==> src/rtl/ex_pkg.sv <==
// Shared encodings for the execute stage: ALU op select, funct codes and
// mul/div classification helpers.
package ex_pkg;

  typedef enum logic [1:0] {
    ALU_ADD   = 2'b00,
    ALU_SUB   = 2'b01,
    ALU_FUNCT = 2'b10,
    ALU_RSVD  = 2'b11
  } aluop_e;

  // Order matches funct[1:0] of MULT/MULTU/DIV/DIVU
  typedef enum logic [1:0] {
    MD_MULT  = 2'b00,
    MD_MULTU = 2'b01,
    MD_DIV   = 2'b10,
    MD_DIVU  = 2'b11
  } md_op_e;

  localparam logic [5:0] F_ADD   = 6'h20;
  localparam logic [5:0] F_SUB   = 6'h22;
  localparam logic [5:0] F_AND   = 6'h24;
  localparam logic [5:0] F_OR    = 6'h25;
  localparam logic [5:0] F_SLT   = 6'h2A;
  localparam logic [5:0] F_MFHI  = 6'h10;
  localparam logic [5:0] F_MFLO  = 6'h12;
  localparam logic [5:0] F_MULT  = 6'h18;
  localparam logic [5:0] F_MULTU = 6'h19;
  localparam logic [5:0] F_DIV   = 6'h1A;
  localparam logic [5:0] F_DIVU  = 6'h1B;

  function automatic logic is_muldiv(input logic [5:0] funct);
    return funct inside {F_MULT, F_MULTU, F_DIV, F_DIVU};
  endfunction

  function automatic logic is_hilo_read(input logic [5:0] funct);
    return funct inside {F_MFHI, F_MFLO};
  endfunction

endpackage

==> src/rtl/ex_stage_mc_muldiv.sv <==
// Iterative multiply (shift-add) / divide (restoring) unit with HI/LO.
// Operates on magnitudes; sign fix-up is folded into the final iteration.
module ex_muldiv
  import ex_pkg::*;
#(
  parameter int WIDTH = 32
) (
  input  logic             clock,
  input  logic             reset,
  input  logic             start,
  input  logic [1:0]       op,
  input  logic [WIDTH-1:0] a,
  input  logic [WIDTH-1:0] b,
  output logic             busy,
  output logic [WIDTH-1:0] hi,
  output logic [WIDTH-1:0] lo
);

  localparam int CW = $clog2(WIDTH) + 1;

  logic [CW-1:0]        cnt;
  md_op_e               op_q;
  logic                 neg_q, neg_r, is_signed, is_div;
  logic [2*WIDTH-1:0]   mcand, prod, prod_n, prod_fix;
  logic [WIDTH-1:0]     mplier, quo, quo_n, dvsr, q_fix, r_fix, mag_a, mag_b;
  logic [WIDTH:0]       rem, rem_sh, diff, rem_n;

  always_comb begin
    is_signed = (md_op_e'(op) == MD_MULT) || (md_op_e'(op) == MD_DIV);
    is_div    = (op_q == MD_DIV) || (op_q == MD_DIVU);
    mag_a     = (is_signed && a[WIDTH-1]) ? -a : a;
    mag_b     = (is_signed && b[WIDTH-1]) ? -b : b;
    prod_n    = prod + (mplier[0] ? mcand : '0);
    prod_fix  = neg_q ? -prod_n : prod_n;
    // rem < divisor before the shift, so diff never exceeds WIDTH bits;
    // a zero divisor keeps subtracting 0, giving all-ones / dividend.
    rem_sh    = {rem[WIDTH-1:0], quo[WIDTH-1]};
    diff      = rem_sh - {1'b0, dvsr};
    rem_n     = diff[WIDTH] ? rem_sh : diff;
    quo_n     = {quo[WIDTH-2:0], ~diff[WIDTH]};
    q_fix     = neg_q ? -quo_n : quo_n;
    r_fix     = neg_r ? -rem_n[WIDTH-1:0] : rem_n[WIDTH-1:0];
  end

  assign busy = (cnt != '0);

  always_ff @(posedge clock) begin
    if (!reset) begin
      cnt    <= '0;
      hi     <= '0;
      lo     <= '0;
      op_q   <= MD_MULT;
      neg_q  <= 1'b0;
      neg_r  <= 1'b0;
      mcand  <= '0;
      prod   <= '0;
      mplier <= '0;
      rem    <= '0;
      quo    <= '0;
      dvsr   <= '0;
    end else if (start && !busy) begin
      cnt    <= CW'(WIDTH);
      op_q   <= md_op_e'(op);
      neg_q  <= is_signed && (a[WIDTH-1] ^ b[WIDTH-1]);
      neg_r  <= is_signed && a[WIDTH-1];
      mcand  <= {{WIDTH{1'b0}}, mag_a};
      mplier <= mag_b;
      prod   <= '0;
      rem    <= '0;
      quo    <= mag_a;
      dvsr   <= mag_b;
    end else if (busy) begin
      cnt <= cnt - 1'b1;
      if (is_div) begin
        rem <= rem_n;
        quo <= quo_n;
      end else begin
        prod   <= prod_n;
        mcand  <= mcand << 1;
        mplier <= mplier >> 1;
      end
      if (cnt == CW'(1)) begin
        if (is_div) begin
          lo <= q_fix;
          hi <= r_fix;
        end else begin
          hi <= prod_fix[2*WIDTH-1:WIDTH];
          lo <= prod_fix[WIDTH-1:0];
        end
      end
    end
  end

endmodule

==> src/rtl/ex_stage_mc.sv <==
// Execute stage: ALU, branch target, destination mux, HI/LO interlock and
// the EX/MEM pipeline register.
module ex_stage_mc
  import ex_pkg::*;
#(
  parameter int WIDTH = 32,
  parameter int REGW  = 5,
  parameter int CTRW  = 5
) (
  input  logic             clock,
  input  logic             reset,
  input  logic             in_valid,
  input  logic             ctrl_regdst,
  input  logic [1:0]       ctrl_aluop,
  input  logic             ctrl_alusrc,
  input  logic [CTRW-1:0]  ctrl_pass,
  input  logic [WIDTH-1:0] npc,
  input  logic [WIDTH-1:0] rs_data,
  input  logic [WIDTH-1:0] rt_data,
  input  logic [WIDTH-1:0] imm,
  input  logic [REGW-1:0]  rt_addr,
  input  logic [REGW-1:0]  rd_addr,
  output logic             ex_stall,
  output logic             md_busy,
  output logic             out_valid,
  output logic [CTRW-1:0]  ctrl_out,
  output logic [WIDTH-1:0] branch_target,
  output logic             zero,
  output logic [WIDTH-1:0] alu_result,
  output logic [WIDTH-1:0] rt_data_out,
  output logic [REGW-1:0]  dest_addr
);

  aluop_e           aluop;
  logic [5:0]       funct;
  logic [WIDTH-1:0] op_b, alu_y, br_t, hi, lo;
  logic             is_fn, md_op, hilo_rd, md_start, load;

  always_comb begin
    aluop   = aluop_e'(ctrl_aluop);
    funct   = imm[5:0];
    op_b    = ctrl_alusrc ? imm : rt_data;
    is_fn   = (aluop == ALU_FUNCT);
    md_op   = is_fn && is_muldiv(funct);
    hilo_rd = is_fn && is_hilo_read(funct);
    br_t    = npc + (imm << 2);
    alu_y   = '0;
    unique case (aluop)
      ALU_ADD:   alu_y = rs_data + op_b;
      ALU_SUB:   alu_y = rs_data - op_b;
      ALU_FUNCT: begin
        case (funct)
          F_ADD:   alu_y = rs_data + op_b;
          F_SUB:   alu_y = rs_data - op_b;
          F_AND:   alu_y = rs_data & op_b;
          F_OR:    alu_y = rs_data | op_b;
          F_SLT:   alu_y = {{(WIDTH-1){1'b0}}, $signed(rs_data) < $signed(op_b)};
          F_MFHI:  alu_y = hi;
          F_MFLO:  alu_y = lo;
          default: alu_y = '0;
        endcase
      end
      ALU_RSVD:  alu_y = '0;
    endcase
  end

  assign ex_stall = in_valid && md_busy && (md_op || hilo_rd);
  assign md_start = in_valid && !ex_stall && md_op;
  assign load     = in_valid && !ex_stall;

  ex_muldiv #(.WIDTH(WIDTH)) u_muldiv (
    .clock (clock),
    .reset (reset),
    .start (md_start),
    .op    (funct[1:0]),
    .a     (rs_data),
    .b     (rt_data),
    .busy  (md_busy),
    .hi    (hi),
    .lo    (lo)
  );

  always_ff @(posedge clock) begin
    if (!reset || !load) begin
      out_valid     <= 1'b0;
      ctrl_out      <= '0;
      branch_target <= '0;
      zero          <= 1'b0;
      alu_result    <= '0;
      rt_data_out   <= '0;
      dest_addr     <= '0;
    end else begin
      out_valid     <= 1'b1;
      ctrl_out      <= ctrl_pass;
      branch_target <= br_t;
      zero          <= (alu_y == '0);
      alu_result    <= alu_y;
      rt_data_out   <= rt_data;
      dest_addr     <= ctrl_regdst ? rd_addr : rt_addr;
    end
  end

endmodule

==> config.mk <==
export PLATFORM = sky130hd
export DESIGN_NAME = ex_stage_mc
export DESIGN_NICKNAME = d
export VERILOG_FILES = /design/src/rtl/ex_pkg.sv /design/src/rtl/ex_stage_mc_muldiv.sv /design/src/rtl/ex_stage_mc.sv
export SDC_FILE = /design/constraint.sdc
export NUM_CORES = 2
export LEC_CHECK = 0
export ABC_AREA = 1
export CAP_MARGIN = 20
export CORE_MARGIN = 3
export CORE_UTILIZATION = 45
export CTS_CLUSTER_DIAMETER = 80
export DETAILED_ROUTE_END_ITERATION = 10
export GPL_TIMING_DRIVEN = 0
export PLACE_DENSITY = 0.63
export SYNTH_ARGS = -nofsm -noshare
export SYNTH_HDL_FRONTEND = slang
export SYNTH_SLANG_ARGS = --single-unit
==> constraint.sdc <==
create_clock -name clock -period 6.6 [get_ports clock]
set_clock_uncertainty 0.15 [all_clocks]
set_input_delay 1.98 -clock clock [delete_from_list [all_inputs] [get_ports clock]]
set_output_delay 1.98 -clock clock [all_outputs]
set_load 0.1 [all_outputs]
==> run metrics <==
Sw Share=46.68%; Vias=47090; synthesized instance count=6786; CTS tree=built; Post-synth top flop=dfxtp_1; overall routed net length=191700 µm; area grow syn2layout=15.82%; H-tree depth=2; WL/cell=23.03 µm; DP HPWL=160900 µm; RSZ-0062 raised after global routing=no; placed inst area=0.04323 mm²; syn avg cell area=5.763 µm²; register area share after synthesis=22.37%; share of cells above drive strength 1=4.229%; Post-CTS Resized=6; Iteration-0 DRC Markers=6363; Hold Startpoint=u_muldiv.dvsr[0]; Die ar.=0.09047 mm²; 1st-pass router iterations=8; placed cell count=8203; Synth cell types=67; Max-cap violations=0; relative slew slack=19.08%; met3 Use GR=11.27%; Worst Hold End=u_muldiv.dvsr[0]; crit path DAT=4.38 ns; async set or reset register ratio after synthesis=0%; worst min-delay path category=reg2reg; worst-margin pin slew=1.201 ns; Crit Path Max Fanout=10; Initial Utilization=45.64%; nets@finish=7527; vias per cell=5.658; Die Y=300.8 µm; CP Capture Type=output pin; DRT antenna net count=0; Row Count=107; antenna violations before repair=13; met2 Resource Use GR=57.73%; fin cells=8322; Root Buffer=clkbuf_16; Max Buffers Root-to-Sink=3; io pins=260; first-pass GRT wire length=273100 µm; Setup TNS Final=0 ns; Reg clk slew, reported paths=0.06 ns; Worst R2R Setup Slack=0.53 ns; final hold vios=0; number of global-route vias before repair=41270; Synth Net Count=7194; Max Slew Vio Count=0; Design Area, Final=0.04529 mm²; Sequential Power Share=26.7%; worst vdd ir=0.0002399 V; Clock power frac=27.9%; clk sinks=437; GR Overflow Total=0; Logic pwr share=45.4%; Cell Area, Synth=0.03911 mm²; worst reg2reg startpoint=u_muldiv.mplier[0]; gpl congestion=1.075; Die X-Extent=300.8 µm; Tmin final=6.510 ns; met1 Usage GRT=57.36%; R2R depth=26; critical path required time=4.47 ns; # setup viols final=0; hold path depth=2; crit start category=input port; GRT busiest layer=met2; PwrDens=264.0 mW/mm²; pin count of the biggest net entering global routing=17; Ys Warns=0; Int Pwr=6.375 mW; outcome=completed; final worst path period share=98.64%; DRC errors left=0; post-CTS setup buffer count=0; CP Class=in2out; number of port buffers=257; clk_lat worst skew=0.69 ns; Tot GR Track Use=40.56%; FMAX=0.1536 GHz; Leakage=23.48 nW; number of flops mapped to enable cells by yosys=0; cts hold-fix bufs=0; R2R Path End=u_muldiv.hi[21]; NetSw=5.581 mW; register bit total from synthesis=437; total CTS buffers=54; CORE AREA=0.08568 mm²
critical path: stages:
cell and delay, ns:
clkdlybuf4s50_1 0.58, inv_1 0.08, nor2_1 0.27, nand3_2 0.31, inv_2 0.33, nor2_1 0.11
nor2_1 0.10, nor2_1 0.05, nor2_1 0.26, buf_6 0.28
flip-flops by register name, summed over array words and instances, names as in the netlist, 5 cells and up:
register / flops
u_muldiv.quo: 32
rt_data_out: 32
branch_target: 32
u_muldiv.prod: 64
u_muldiv.lo: 32
alu_result: 32
u_muldiv.mplier: 32
ctrl_out: 5
u_muldiv.dvsr: 32
u_muldiv.mcand: 64
dest_addr: 5
u_muldiv.hi: 32
u_muldiv.cnt: 6
u_muldiv.rem: 32
worst max-delay path by stage:
stage,startpoint,to,slack [ns],cells after the start
after detailed placement,ctrl_aluop[1],ex_stall,-0.80,9
final,imm[4],ex_stall,0.09,10
after CTS,ctrl_aluop[1],ex_stall,0.05,9
after global placement,ctrl_aluop[1],ex_stall,-0.81,9
after floorplan,imm[0],ex_stall,0.49,8
after global routing,ctrl_aluop[1],ex_stall,0.02,9
through the flow:
stage	power (mW)	hold WS [ns]	setup slack, ns	utilization, %
2_1_floorplan	6.592	0.2753	0.4898	-
3_3_place_gp	8.381	0.2933	-0.8058	50.31
3_5_place_dp	8.428	0.3022	-0.8044	50.46
4_1_cts	11.74	0.3127	0.04506	52.77
5_1_grt	12.48	0.3256	0.01891	52.85
6_report	11.96	0.3183	0.08981	52.86
kinds of logic after synthesis:
family,share of synthesized area [%]
compound gates,16.73
xor+xnor,1.430
mux,0.1024
simple gates,37.38
flops,22.37
fa+ha+maj,8.351
buf+inv,13.64
synth_stat cells (13+ instances only):
master | n | area [µm²]
a21o_1 | 13 | 97.59
a21oi_1 | 398 | 1992
a221oi_1 | 22 | 192.7
a22oi_1 | 14 | 105.1
a31oi_1 | 74 | 462.9
buf_1 | 25 | 93.84
clkbuf_1 | 152 | 570.6
dfxtp_1 | 437 | 8748
ha_1 | 253 | 3166
inv_1 | 1175 | 4410
inv_2 | 14 | 52.55
nand2_1 | 2071 | 7774
nand2_2 | 47 | 294.0
nand3_1 | 468 | 2342
nand3b_1 | 20 | 150.1
nand4_1 | 80 | 500.5
nor2_1 | 629 | 2361
nor2_2 | 18 | 112.6
nor3_1 | 62 | 310.3
nor4_1 | 14 | 87.58
o211ai_1 | 86 | 645.6
o21ai_0 | 402 | 2012
o21ai_1 | 21 | 105.1
o21bai_1 | 14 | 105.1
o22ai_1 | 30 | 187.7
or2_2 | 24 | 150.1
xnor2_1 | 14 | 122.6
xor2_1 | 48 | 420.4
layout make-up:
| cell class | instances | area (µm²) |
|---|---|---|
| antenna | 13 | 32.53 |
| buffer | 197 | 835.8 |
| clock buffer | 67 | 1470 |
| clock inverter | 35 | 511.7 |
| fill | 9229 | 40390 |
| inverter | 1199 | 4501 |
| multi-input combinational | 4953 | 25030 |
| sequential | 437 | 8748 |
| tap | 1144 | 1431 |
| timing repair buffer | 277 | 2735 |
per-layer routing:
layer | wire length, µm | part of all wire, %
met1 | 81580 | 43
met2 | 77260 | 40
met5 | 73 | 0.038
met3 | 24480 | 13
met4 | 8288 | 4.3
cell usage in the layout (no fill, tap or decap), types with 14 or more instances in the layout:
cell,netlist,final
nand2_1,2071,2071
inv_1,1175,1175
nor2_1,629,628
nand3_1,468,468
dfxtp_1,437,437
o21ai_0,402,400
a21oi_1,398,398
clkdlybuf4s50_1,0,256
ha_1,253,253
clkbuf_1,152,157
o211ai_1,86,86
nand4_1,80,80
a31oi_1,74,74
nor3_1,62,62
clkbuf_16,0,54
xor2_1,48,48
nand2_2,47,47
o22ai_1,30,30
buf_1,25,25
or2_2,24,24
o21ai_1,21,23
a221oi_1,22,22
nand3b_1,20,20
buf_4,4,19
nor2_2,18,19
inv_2,14,14
nor4_1,14,14
o21bai_1,14,14
xnor2_1,14,14
a22oi_1,14,14
power groups by stage:
stage	Combinational (mW)	Clock (mW)	Sequential, mW
after global placement	5.15	0	3.23
after CTS	5.22	3.35	3.18
after detailed placement	5.19	0	3.23
after global routing	5.81	3.46	3.21
after floorplan	3.19	0	3.41
final	5.43	3.34	3.19
(Power assumes the default switching activity.)
